==> src/rtl/uart_tx_scheduler_if.sv <==
// Bundle between byte requesters, the scheduler and the shared UART transmitter.
// The slave modport is the scheduler; the master side holds the requesters and the transmitter.
interface uart_tx_scheduler_if #(
  parameter int unsigned NUM_REQ    = 4,
  parameter int unsigned DATA_WIDTH = 8
);
  localparam int unsigned IdW = (NUM_REQ > 1) ? $clog2(NUM_REQ) : 1;

  logic [NUM_REQ-1:0]            req_valid;
  logic [NUM_REQ*DATA_WIDTH-1:0] req_data;
  logic [NUM_REQ-1:0]            req_last;
  logic [NUM_REQ-1:0]            req_ready;
  logic [DATA_WIDTH-1:0]         tx_data;
  logic                          tx_en;
  logic                          tx_busy;
  logic [IdW-1:0]                grant_id;
  logic                          grant_lock;
  logic                          tx_err;

  modport master (
    output req_valid, req_data, req_last, tx_busy,
    input  req_ready, tx_data, tx_en, grant_id, grant_lock, tx_err
  );

  modport slave (
    input  req_valid, req_data, req_last, tx_busy,
    output req_ready, tx_data, tx_en, grant_id, grant_lock, tx_err
  );
endinterface

==> src/rtl/uart_tx_scheduler.sv <==
// Round-robin scheduler sharing one UART transmitter between NUM_REQ byte producers,
// with optional packet grant lock, start timeout and a post-frame idle gap.
module uart_tx_scheduler #(
  parameter int unsigned NUM_REQ       = 4,
  parameter int unsigned DATA_WIDTH    = 8,
  parameter int unsigned GAP_CLOCKS    = 0,
  parameter int unsigned START_TIMEOUT = 4
) (
  input logic                clk,
  input logic                rstn,
  uart_tx_scheduler_if.slave io_bus
);
  localparam int unsigned IdW    = $clog2(NUM_REQ);
  localparam int unsigned CntMax = (GAP_CLOCKS > START_TIMEOUT) ? GAP_CLOCKS : START_TIMEOUT;
  localparam int unsigned CntW   = $clog2(CntMax + 1);

  typedef enum logic [2:0] {
    StIdle,
    StLaunch,
    StWaitBusy,
    StWaitDone,
    StGap
  } state_e;

  state_e                r_state;
  logic [IdW-1:0]        r_rr_ptr;
  logic [IdW-1:0]        r_grant_id;
  logic                  r_grant_lock;
  logic [DATA_WIDTH-1:0] r_tx_data;
  logic [CntW-1:0]       r_cnt;

  state_e                w_state_d;
  logic [IdW-1:0]        w_rr_ptr_d;
  logic [IdW-1:0]        w_grant_id_d;
  logic                  w_grant_lock_d;
  logic [DATA_WIDTH-1:0] w_tx_data_d;
  logic [CntW-1:0]       w_cnt_d;

  logic [DATA_WIDTH-1:0] w_req_byte [NUM_REQ];
  logic [IdW-1:0]        w_scan_idx;
  logic [IdW-1:0]        w_winner;
  logic                  w_found;
  logic                  w_accept;
  logic [NUM_REQ-1:0]    w_ready;
  logic                  w_tx_en;
  logic                  w_tx_err;

  function automatic logic [IdW-1:0] next_idx(input logic [IdW-1:0] idx);
    return (32'(idx) == NUM_REQ - 1) ? '0 : idx + 1'b1;
  endfunction

  for (genvar g = 0; g < NUM_REQ; g++) begin : g_unpack
    assign w_req_byte[g] = io_bus.req_data[g*DATA_WIDTH +: DATA_WIDTH];
  end

  // A held lock restricts eligibility to the current owner; otherwise scan from rr_ptr.
  always_comb begin
    w_found    = 1'b0;
    w_winner   = r_grant_id;
    w_scan_idx = '0;
    if (r_grant_lock) begin
      w_found = io_bus.req_valid[r_grant_id];
    end else begin
      for (int unsigned i = 0; i < NUM_REQ; i++) begin
        w_scan_idx = IdW'((32'(r_rr_ptr) + i) % NUM_REQ);
        if (!w_found && io_bus.req_valid[w_scan_idx]) begin
          w_found  = 1'b1;
          w_winner = w_scan_idx;
        end
      end
    end
  end

  assign w_accept = (r_state == StIdle) && w_found;

  always_comb begin
    w_ready = '0;
    if (w_accept) begin
      w_ready[w_winner] = 1'b1;
    end
  end

  always_comb begin
    w_state_d      = r_state;
    w_rr_ptr_d     = r_rr_ptr;
    w_grant_id_d   = r_grant_id;
    w_grant_lock_d = r_grant_lock;
    w_tx_data_d    = r_tx_data;
    w_cnt_d        = r_cnt;
    w_tx_en        = 1'b0;
    w_tx_err       = 1'b0;
    case (r_state)
      StIdle: begin
        if (w_accept) begin
          w_tx_data_d    = w_req_byte[w_winner];
          w_grant_id_d   = w_winner;
          w_grant_lock_d = ~io_bus.req_last[w_winner];
          if (io_bus.req_last[w_winner]) begin
            w_rr_ptr_d = next_idx(w_winner);
          end
          w_state_d = StLaunch;
        end
      end
      StLaunch: begin
        w_tx_en   = 1'b1;
        w_cnt_d   = '0;
        w_state_d = StWaitBusy;
      end
      StWaitBusy: begin
        if (io_bus.tx_busy) begin
          w_state_d = StWaitDone;
        end else if (r_cnt == CntW'(START_TIMEOUT)) begin
          // Transmitter never started: drop the byte and release the grant.
          w_tx_err       = 1'b1;
          w_grant_lock_d = 1'b0;
          w_rr_ptr_d     = next_idx(r_grant_id);
          w_cnt_d        = '0;
          w_state_d      = StIdle;
        end else begin
          w_cnt_d = r_cnt + 1'b1;
        end
      end
      StWaitDone: begin
        if (!io_bus.tx_busy) begin
          if (GAP_CLOCKS == 0) begin
            w_state_d = StIdle;
          end else begin
            w_cnt_d   = CntW'(GAP_CLOCKS);
            w_state_d = StGap;
          end
        end
      end
      StGap: begin
        if (r_cnt <= CntW'(1)) begin
          w_cnt_d   = '0;
          w_state_d = StIdle;
        end else begin
          w_cnt_d = r_cnt - 1'b1;
        end
      end
      default: begin
        w_state_d = StIdle;
      end
    endcase
  end

  always_ff @(posedge clk or negedge rstn) begin
    if (!rstn) begin
      r_state      <= StIdle;
      r_rr_ptr     <= '0;
      r_grant_id   <= '0;
      r_grant_lock <= 1'b0;
      r_tx_data    <= '0;
      r_cnt        <= '0;
    end else begin
      r_state      <= w_state_d;
      r_rr_ptr     <= w_rr_ptr_d;
      r_grant_id   <= w_grant_id_d;
      r_grant_lock <= w_grant_lock_d;
      r_tx_data    <= w_tx_data_d;
      r_cnt        <= w_cnt_d;
    end
  end

  assign io_bus.req_ready  = w_ready;
  assign io_bus.tx_data    = r_tx_data;
  assign io_bus.tx_en      = w_tx_en;
  assign io_bus.grant_id   = r_grant_id;
  assign io_bus.grant_lock = r_grant_lock;
  assign io_bus.tx_err     = w_tx_err;
endmodule

==> src/flat_wrapper.sv <==
// flat-port wrapper written by rule: the top's interface ports become plain ports
module uart_tx_scheduler_flat 
#(
  parameter int unsigned NUM_REQ       = 4,
  parameter int unsigned DATA_WIDTH    = 8,
  parameter int unsigned GAP_CLOCKS    = 0,
  parameter int unsigned START_TIMEOUT = 4
)
  (clk, rstn, io_bus_req_valid, io_bus_req_data, io_bus_req_last, io_bus_tx_busy, io_bus_req_ready, io_bus_tx_data, io_bus_tx_en, io_bus_grant_id, io_bus_grant_lock, io_bus_tx_err);
  uart_tx_scheduler_if #(.NUM_REQ(NUM_REQ), .DATA_WIDTH(DATA_WIDTH)) io_bus_i ();
  input logic clk;
  input logic rstn;
  input wire logic [$bits(io_bus_i.req_valid)-1:0] io_bus_req_valid;
  input wire logic [$bits(io_bus_i.req_data)-1:0] io_bus_req_data;
  input wire logic [$bits(io_bus_i.req_last)-1:0] io_bus_req_last;
  input wire logic [$bits(io_bus_i.tx_busy)-1:0] io_bus_tx_busy;
  output wire logic [$bits(io_bus_i.req_ready)-1:0] io_bus_req_ready;
  output wire logic [$bits(io_bus_i.tx_data)-1:0] io_bus_tx_data;
  output wire logic [$bits(io_bus_i.tx_en)-1:0] io_bus_tx_en;
  output wire logic [$bits(io_bus_i.grant_id)-1:0] io_bus_grant_id;
  output wire logic [$bits(io_bus_i.grant_lock)-1:0] io_bus_grant_lock;
  output wire logic [$bits(io_bus_i.tx_err)-1:0] io_bus_tx_err;
  assign io_bus_i.req_valid = io_bus_req_valid;
  assign io_bus_i.req_data = io_bus_req_data;
  assign io_bus_i.req_last = io_bus_req_last;
  assign io_bus_i.tx_busy = io_bus_tx_busy;
  assign io_bus_req_ready = io_bus_i.req_ready;
  assign io_bus_tx_data = io_bus_i.tx_data;
  assign io_bus_tx_en = io_bus_i.tx_en;
  assign io_bus_grant_id = io_bus_i.grant_id;
  assign io_bus_grant_lock = io_bus_i.grant_lock;
  assign io_bus_tx_err = io_bus_i.tx_err;
  uart_tx_scheduler #(.NUM_REQ(NUM_REQ), .DATA_WIDTH(DATA_WIDTH), .GAP_CLOCKS(GAP_CLOCKS), .START_TIMEOUT(START_TIMEOUT)) u_core (.clk(clk), .rstn(rstn), .io_bus(io_bus_i));
endmodule
==> config.mk <==
export PLATFORM = sky130hd
export DESIGN_NAME = uart_tx_scheduler_flat
export DESIGN_NICKNAME = d
export VERILOG_FILES = /design/src/rtl/uart_tx_scheduler_if.sv /design/src/rtl/uart_tx_scheduler.sv /design/src/flat_wrapper.sv
export SDC_FILE = /design/constraint.sdc
export NUM_CORES = 1
export LEC_CHECK = 0
export CELL_PAD_IN_SITES_DETAIL_PLACEMENT = 0
export CELL_PAD_IN_SITES_GLOBAL_PLACEMENT = 1
export CORE_AREA = 5 5 78 80
export CTS_CLUSTER_DIAMETER = 30
export DETAILED_ROUTE_END_ITERATION = 16
export DIE_AREA = 0 0 83 85
export GPL_TIMING_DRIVEN = 0
export HOLD_SLACK_MARGIN = 0.02
export PLACE_DENSITY_LB_ADDON = 0.08
export SKIP_CTS_REPAIR_TIMING = 1
export SYNTH_ARGS = -nofsm -noshare
export SYNTH_HDL_FRONTEND = slang
export SYNTH_SLANG_ARGS = --single-unit
==> constraint.sdc <==
create_clock -name clk -period 3.8 [get_ports clk]
set_clock_uncertainty 0.05 [all_clocks]
set_input_delay 0.38 -clock clk [delete_from_list [all_inputs] [get_ports clk]]
set_output_delay 0.38 -clock clk [all_outputs]
set_load 0.005 [all_outputs]
=== After elaboration in Yosys (flattened, before gate mapping) ===
Cells that the tools add are included.

* Bits in registers: 19
* Bits of input ports: 43
* Output and inout bits: 17
* Logic and storage cells: 110

* Add/subtract/negate cells: 7
* Magnitude comparators: 9
* Equal/unequal tests: 14
* Muxes and demuxes: 56
* Bitwise operators: 2
* Reductions and logical operators: 16

{| class="wikitable"
|+ Operator list
! operator !! count
|-
| $mux 3 || 8
|-
| $mux 1 || 22
|-
| $mux 2 || 11
|-
| $lt 2x3->1 const B || 6
|-
| $bmux 8 s2 || 1
|-
| $mux 8 || 2
|-
| $pmux 3 s5 || 1
|-
| $bmux 1 s2 || 6
|-
| $pmux 3 s3 || 1
|-
| $reduce_and 4->1 || 2
|-
| $add 2x1->2 const B || 3
|-
| $eq 3x2->1 const B || 2
|-
| $eq 3x3->1 const B || 2
|-
| $ne 2x1->1 const B || 3
|-
| $ne 2x2->1 const B || 3
|-
| $logic_and 1x1->1 || 5
|-
| $reduce_and 5->1 || 1
|-
| $add 2x2->2 const B || 2
|-
| $eq 2x2->1 const B || 2
|-
| $mux 4 || 1
|-
| $pmux 2 s2 || 1
|-
| $reduce_and 2->1 || 2
|-
| $add 3x1->3 const B || 1
|-
| $eq 3x1->1 const B || 1
|-
| other kinds (13) || 15
|}

=== Logic depth before layout (Yosys ltp) ===
Gate-level depths: netlist of run 1.

* Word-level depth: 21
* Mapped depth: 10
* Gate-level depth less buffers: 9

=== Least setup slack after synthesis of run 1 ===
No wires, ideal clock.

* Kind: register -> register
* Start: register u_core.r_rr_ptr[0]
* End: register u_core.r_rr_ptr[1]
* Setup time: 0.128 ns
* Arrival: 2.434 ns
* Required time: 3.622 ns
* Path slack: 1.188 ns
* Stages on the path, launching flop included: 11
* Buffers on the path: 1
* Clock period less this slack: 2.612 ns
* Path through: dfrtp_1 > buf_6 > and3b_1 > o211ai_1 > and3_4 > mux2i_4 > nand4_4 > inv_2 > ha_1 > mux2_2 > mux2_1

* Longest elaborated chain between the ends: 21

{| class="wikitable"
|+ Ends and longest elaborated chain
! what !! RTL line !! RTL
|-
| from (decl) || uart_tx_scheduler.sv:26 || <nowiki>logic [IdW-1:0] r_rr_ptr;</nowiki>
|-
| from (signal assigned) || uart_tx_scheduler.sv:157 || <nowiki>r_rr_ptr <= w_rr_ptr_d;</nowiki>
|-
| $bmux 1 s2 || uart_tx_scheduler.sv:66 || <nowiki>if (!w_found && io_bus.req_valid[w_scan_idx]) begin</nowiki>
|-
| $mux 1 (implied by the code) || uart_tx_scheduler.sv:66 ||
|-
| $mux 1 || uart_tx_scheduler.sv:66 ||
|-
| $mux 1 || uart_tx_scheduler.sv:61 || <nowiki>if (r_grant_lock) begin</nowiki>
|-
| $logic_not 1->1 || uart_tx_scheduler.sv:66 ||
|-
| $logic_and 1x1->1 || uart_tx_scheduler.sv:66 ||
|-
| $mux 1 || uart_tx_scheduler.sv:66 ||
|-
| $mux 1 || uart_tx_scheduler.sv:61 ||
|-
| [... 6 more ...] || -- ||
|-
| $mux 2 * || uart_tx_scheduler.sv:66 ||
|-
| $mux 2 * || uart_tx_scheduler.sv:61 ||
|-
| named net u_core.w_winner[0] || uart_tx_scheduler.sv:41 || <nowiki>logic [IdW-1:0] w_winner;</nowiki>
|-
| $add 2x1->2 or $eq 2x2->1 (tied branches) || uart_tx_scheduler.sv:49 || <nowiki>return (32'(idx) == NUM_REQ - 1) ? '0 : idx + 1'b1;</nowiki>
|-
| $mux 2 || uart_tx_scheduler.sv:49 ||
|-
| $mux 2 || uart_tx_scheduler.sv:98 || <nowiki>if (io_bus.req_last[w_winner]) begin</nowiki>
|-
| $mux 2 || uart_tx_scheduler.sv:94 || <nowiki>if (w_accept) begin</nowiki>
|-
| $pmux 2 s2 || uart_tx_scheduler.sv:92 || <nowiki>case (r_state)</nowiki>
|}

The timed path passes the listed nets; every way through them passes the cells marked *. The select of a mux whose other input is x is not followed.
A chain may end at the register's enable or synchronous reset.

=== Worst setup path in the final report of run 1 ===
* Start: input io_bus_req_valid[2]
* End: output io_bus_req_ready[3]

* Longest elaborated chain between the ends: 21

{| class="wikitable"
|+ Ends and longest elaborated chain
! what !! RTL line !! RTL
|-
| from (decl) || flat_wrapper.sv:13 || <nowiki>input wire logic [$bits(io_bus_i.req_valid)-1:0] io_bus_req_valid;</nowiki>
|-
| $bmux 1 s2 || uart_tx_scheduler.sv:66 ||
|-
| $mux 1 (implied by the code) || uart_tx_scheduler.sv:66 ||
|-
| $mux 1 || uart_tx_scheduler.sv:66 ||
|-
| $mux 1 || uart_tx_scheduler.sv:61 ||
|-
| $logic_not 1->1 || uart_tx_scheduler.sv:66 ||
|-
| $logic_and 1x1->1 || uart_tx_scheduler.sv:66 ||
|-
| $mux 1 || uart_tx_scheduler.sv:66 ||
|-
| $mux 1 || uart_tx_scheduler.sv:61 ||
|-
| [... 6 more ...] || -- ||
|-
| $mux 2 * || uart_tx_scheduler.sv:66 ||
|-
| $mux 2 * || uart_tx_scheduler.sv:61 ||
|-
| named net u_core.w_winner[0] || uart_tx_scheduler.sv:41 ||
|-
| $lt 2x3->1 (implied by the code) or $ge 2x1->1 (tied branches) || uart_tx_scheduler.sv:79 || <nowiki>w_ready[w_winner] = 1'b1;</nowiki>
|-
| $logic_and 1x1->1 (implied by the code) || uart_tx_scheduler.sv:79 ||
|-
| $mux 1 (implied by the code) || uart_tx_scheduler.sv:79 ||
|-
| $demux 1 s2 * || -- ||
|-
| $mux 4 * || uart_tx_scheduler.sv:78 || <nowiki>if (w_accept) begin</nowiki>
|-
| to (decl) || flat_wrapper.sv:17 || <nowiki>output wire logic [$bits(io_bus_i.req_ready)-1:0] io_bus_req_ready;</nowiki>
|}

Marked as above.

==> results_dict.tcl, run 1 <==
set metrics [dict create \
    status "complete, no violations" \
    startpoint "io_bus_req_valid[2]" \
    fin_util_pct 46.69 \
    synth_cell_types 52 \
    synthTopCellsByArea "dfrtp_1, mux2i_1, mux2_2, nand2_1, ha_1" \
    core_region_area_mm2 0.005338 \
    area_delta_synth_final_pct 41.88 \
    synth_area_mm2 0.001757 \
    crit_type "primary input to output port" \
    die_h_um 85 \
    ctsRootBufferMaster "clkbuf_8" \
    grt_max_degree 19 \
    path_clk_slew_ns 0.07 \
    arrival_ns 3.16 \
    wire_per_inst_um 13.91 \
    relSlewSlack_pct 45.31 \
    fillers 560 \
    reg2reg_slack_ns 0.93 \
    ant_nets 0 \
    grt_usage_pct 12.69 \
    placed_area_mm2 0.002437 \
    clock_sinks 18 \
    syn_nets 246 \
    hold_start "u_core.io_bus.tx_data[3]" \
    drc 0 \
    synth_edf_count 0 \
    cts_made_buffers 3 \
    fmax_mhz 278.9 \
    dp_hpwl_um 3636 \
    r2r_cells 10 \
    num_vias 1651 \
    tightest_slew_ns 0.8177 \
    routabilityCongestion 0.7658 \
    fin_crit_sh_pct 94.34 \
    setup_violations 0 \
    grt_first_pass_wirelength_um 7638 \
    async_reset_ff_share_pct 100.0 \
    htreeDepth 1 \
    synth_top_area_cell "dfrtp_1" \
    ys_ff_latch 18 \
    wirelength_um 4603 \
    required_ns 3.37 \
    seq_area_frac_synth_pct 25.64 \
    finalNetCount 310 \
    place_inst 327 \
    antenna_found_initial 0 \
    avgSynthCellArea_um2 8.963 \
    overflow 0 \
    finalHoldViolCount 0 \
    start_kind "primary input" \
    dr.pass1.iters 4 \
    initial_core_util_pct 32.91 \
    rsz0062_at_grt "no" \
    p_per_area_mw_per_mm2 782.1 \
    grt_pass1_vias 1591 \
    p_leak_nw 1.035 \
    chipWidth_um 83 \
    clock_latency_ns 0.25 \
    synth-main-ff-cell "dfrtp_1" \
    maxCapViolCount 0 \
    cts_tree "done" \
    dieArea_mm2 0.007055 \
    layoutNonFillerInstCount 331 \
    period_needed_ns 3.585 \
    crit_path_end_kind "output port" \
    drive_gt1_share_pct 12.74 \
    worstReg2RegStart "u_core.r_rr_ptr[0]" \
    rows 27 \
    crit_path_end "io_bus_req_ready[3]" \
    cts_buffer_depth 2 \
    irDropWorstVdd_mv 0.3030 \
    yosysWarnings 0 \
    drt_iter0_markers 55 \
    diodes 0 \
    total_power_w 0.001949 \
    yosysMostFrequentCell "nand2_1" \
    crit_fanout 11 \
    synthTopCellsByCount "nand2_1, mux2i_1, dfrtp_1" \
    finalMaxSlewViolations 0 \
    fin_area_mm2 0.002492 \
    hold_class "register to register" \
    viasPerCell 4.988 \
    synth_cells 196 \
    portBuffers 59 \
    io_pins 60 \
    fin_setup_tns_ns 0 \
    netlist.area_leader.share_pct 25.64 \
    r2r-end "u_core.r_rr_ptr[1]" \
]
cell usage in the layout (no fill, tap or decap), types with 5 or more instances in the layout:
master / synthesis / routed
clkdlybuf4s50_1: 0 / 59
nand2_1: 26 / 26
mux2i_1: 22 / 22
dfrtp_1: 18 / 18
o21ai_1: 11 / 11
mux2_2: 10 / 10
o21ai_0: 9 / 9
nor2b_1: 7 / 7
nor3_1: 7 / 7
nor2_1: 7 / 7
ha_1: 7 / 7
inv_1: 5 / 5
nand2b_1: 5 / 5
a21oi_1: 5 / 5
worst max-delay path: stages:
cell             delay, ns
clkdlybuf4s50_1       0.58
buf_4                 0.21
nor3b_1               0.06
o211ai_1              0.16
and3_4                0.25
mux2i_4               0.24
nand4_4               0.17
inv_2                 0.25
ha_1                  0.19
and3_1                0.15
clkdlybuf4s50_1       0.49
metrics by stage:
stage	hold WS, ns	worst slack, ns
finish	0.4370	0.2150
global route	0.4598	0.02118
CTS	0.4424	0.1784
detailed placement	0.4258	0.1702
global placement	0.4170	0.1709
floorplan	0.03441	1.188
area by class of cell:
class	count	area [µm²]	area share, %
Multi-Input combinational cell	160	1202	48.24
Timing Repair Buffer	59	590.6	23.69
Sequential cell	18	450.4	18.07
Tap cell	72	90.09	3.614
Buffer	12	81.33	3.263
Clock buffer	4	55.05	2.209
Inverter	6	22.52	0.9036
kinds of logic after synthesis:
kind of cell | synth area share (%)
muxes | 23.65
and+or+nand+nor | 22.58
DFF | 25.64
adders and majority gates | 4.986
AOI/OAI and AO/OA | 17.24
buffers and inverters | 5.911
flip-flops by register name, summed over array words and instances, names as in the netlist:
register,cells
u_core.io_bus.tx_data,8
u_core.r_cnt,3
u_core.io_bus.grant_id,2
u_core.r_rr_ptr,2
u_core.r_state,2
u_core.io_bus.grant_lock,1
power by group:
group	switching, W	internal (W)
combinational	0.000681	0.000729
clock	0.0000657	0.0000920
sequential	0.0000965	0.000285
how the worst min path moves through the flow:
stage | depth (start not counted) | to | slack [ns]
2_1_floorplan | 0 | u_core.io_bus.grant_id[0] | 0.03
3_3_place_gp | 2 | u_core.io_bus.tx_data[0] | 0.42
3_5_place_dp | 2 | u_core.io_bus.tx_data[0] | 0.43
4_1_cts | 2 | u_core.io_bus.tx_data[0] | 0.44
5_1_grt | 2 | u_core.io_bus.tx_data[6] | 0.46
6_report | 2 | u_core.io_bus.tx_data[3] | 0.44
layer usage:
layer | vias to the layer above | global-route usage, % | part of all wire, %
li1 | 845 | - | -
met1 | 778 | 16.94 | 47
met2 | 26 | 21.65 | 49
met3 | 2 | 2.330 | 3.9
met4 | 0 | 2.229 | 0.54
met5 | - | 0 | 0
Power figures use the tool's default switching activity.
==> run 2: changes to the inputs <==
--- a/config.mk
+++ b/config.mk
@@ -15,2 +15,3 @@
 export HOLD_SLACK_MARGIN = 0.02
+export MAX_ROUTING_LAYER = met4
 export PLACE_DENSITY_LB_ADDON = 0.08
==> constraint.sdc (replaced) <==
create_clock -name clk -period 3.8 [get_ports clk]
set_clock_uncertainty 0.05 [all_clocks]
set_input_delay 0.76 -clock clk [delete_from_list [all_inputs] [get_ports clk]]
set_output_delay 0.76 -clock clk [all_outputs]
set_load 0.005 [all_outputs]
==> results_dict.tcl, run 2 (same netlist as run 1, synthesis figures left out) <==
set metrics [dict create \
    hold_start "u_core.io_bus.tx_data[3]" \
    r2r-end "u_core.r_rr_ptr[1]" \
    rows 27 \
    diodes 0 \
    arrival_ns 2.82 \
    viasPerCell 4.976 \
    worstReg2RegStart "u_core.r_rr_ptr[0]" \
    r2r_cells 12 \
    irDropWorstVdd_mv 0.3486 \
    initial_core_util_pct 32.91 \
    crit_fanout 10 \
    grt_first_pass_wirelength_um 7631 \
    crit_type "primary input to output port" \
    critPathMaxStageDelay_ns 0.25 \
    drt_iter0_markers 45 \
    grt_pass1_vias 1594 \
    status "complete, no violations" \
    fin_crit_sh_pct 95.57 \
    relSlewSlack_pct 45.19 \
    critPathTopFamily "buffers and inverters" \
    finalMaxSlewViolations 0 \
    p_leak_nw 1.196 \
    fmax_mhz 275.3 \
    dieArea_mm2 0.007055 \
    htreeDepth 1 \
    cp_slowest_cell "and3_4" \
    startpoint "io_bus_req_valid[2]" \
    final_cell_mix "clkdlybuf4s50_1, nand2_1, mux2i_1" \
    grt_usage_pct 13.05 \
    rsz0062_at_grt "no" \
    ant_nets 0 \
    finalNetCount 319 \
    maxCapViolCount 0 \
    antenna_found_initial 0 \
    core_region_area_mm2 0.005338 \
    clock_latency_ns 0.25 \
    overflow 0 \
    cts_made_buffers 3 \
    chipWidth_um 83 \
    cts_buffer_depth 2 \
    period_needed_ns 3.632 \
    post-place-ws_ns -0.5898 \
    min_path_cells 2 \
    tightest_slew_ns 0.8196 \
    reg2reg_slack_ns 0.97 \
    cts_tree "done" \
    crit_buf_inv 5 \
    area_delta_synth_final_pct 50.00 \
    crit_path_end_kind "output port" \
    wirelength_um 4726 \
    fillers 547 \
    clock_sinks 18 \
    dp_hpwl_um 3636 \
    die_h_um 85 \
    comb_power_share_pct 74.8 \
    p_per_area_mw_per_mm2 816.2 \
    hold-path-endpoint "u_core.io_bus.tx_data[3]" \
    p_switching_w 0.0009000 \
    start_kind "primary input" \
    drc 0 \
    path_clk_slew_ns 0.07 \
    drive_gt1_share_pct 18.66 \
    largest_register_ffs 8 \
    dr.pass1.iters 4 \
    clock_power_share_pct 7.3 \
    required_ns 2.99 \
    wire_per_inst_um 13.90 \
    finalHoldViolCount 0 \
    routabilityCongestion 0.7760 \
    io_pins 60 \
    swShare_pct 41.85 \
    layout_commonest_cell "clkdlybuf4s50_1" \
    grt_max_degree 19 \
    power_frac_seq_pct 17.9 \
    setup_violations 0 \
    portBuffers 59 \
    path_cells "dlymetal6s2s_1, buf_4, nor3b_1, o211ai_1, and3_4, mux2i_4, nand4_4, buf_4, buf_4, ha_1, and3_1, dlymetal6s2s_1" \
    hold_class "register to register" \
    num_vias 1692 \
    intPower_w 0.001251 \
    layout_setup_ws_ns 0.1682 \
    ctsRootBufferMaster "clkbuf_8" \
    fin_util_pct 49.37 \
    path_common_cell "buf_4" \
]
[run 2: changes by cell type in the layout (fill, tap and decap cells not counted), sizes merged]
cell           previous run  this run
clkdlybuf4s50            59        51
dlymetal6s2s              0         8
buf                       8        17
[run 2: worst max path at each step]
stage	end	slack [ns]	cells past startpoint
floorplan	io_bus_req_ready[1]	0.66	8
detailed placement	io_bus_req_ready[3]	-0.59	11
global route	io_bus_req_ready[0]	0.06	12
global placement	io_bus_req_ready[3]	-0.59	11
CTS	io_bus_req_ready[3]	-0.58	11
finish	io_bus_req_ready[2]	0.17	12
[run 2: layer usage]
metal / track usage, % / up-vias / part of all wire, %
li1: - / 861 / -
met3: 2.330 / 2 / 3.3
met1: 16.88 / 797 / 48
met2: 21.65 / 32 / 48
met5: - / - / 0
met4: 2.229 / 0 / 0.53
[run 2: metrics by stage]
stage | setup TNS [ns] | instances | total power, W | hold slack, ns | area (µm²)
finish | 0 | 340 | 0.002151 | 0.4363 | 2635
global route | 0 | 340 | 0.002338 | 0.4598 | 2635
floorplan | 0 | 196 | 0.001379 | 0.4144 | 1757
global placement | -2.263 | 327 | 0.001817 | 0.4170 | 2437
detailed placement | -2.192 | 327 | 0.001816 | 0.4258 | 2437
CTS | -2.156 | 331 | 0.001978 | 0.4424 | 2492
[run 2: power groups by stage]
stage / logic (W) / clock network, W / registers [W]
after detailed placement: 0.00143 / 0 / 0.000387
after global placement: 0.00143 / 0 / 0.000384
after global routing: 0.00176 / 0.000171 / 0.000403
final: 0.00161 / 0.000157 / 0.000386
after CTS: 0.00143 / 0.000160 / 0.000384
after floorplan: 0.00101 / 0 / 0.000368
[run 2: layout make-up]
class / count / area, µm² / area share (%)
multi-input combinational: 160 / 1237 / 46.96
sequential: 18 / 450.4 / 17.09
inverter: 6 / 30.03 / 1.140
clock buffer: 4 / 55.05 / 2.089
tap: 72 / 90.09 / 3.419
timing repair buffer: 69 / 695.7 / 26.40
buffer: 11 / 76.32 / 2.896
[run 2: worst min-delay path, stage by stage, from the launching register on]
cell     delay, ns
dfrtp_1       0.34
nand2_1       0.05
o21ai_1       0.06
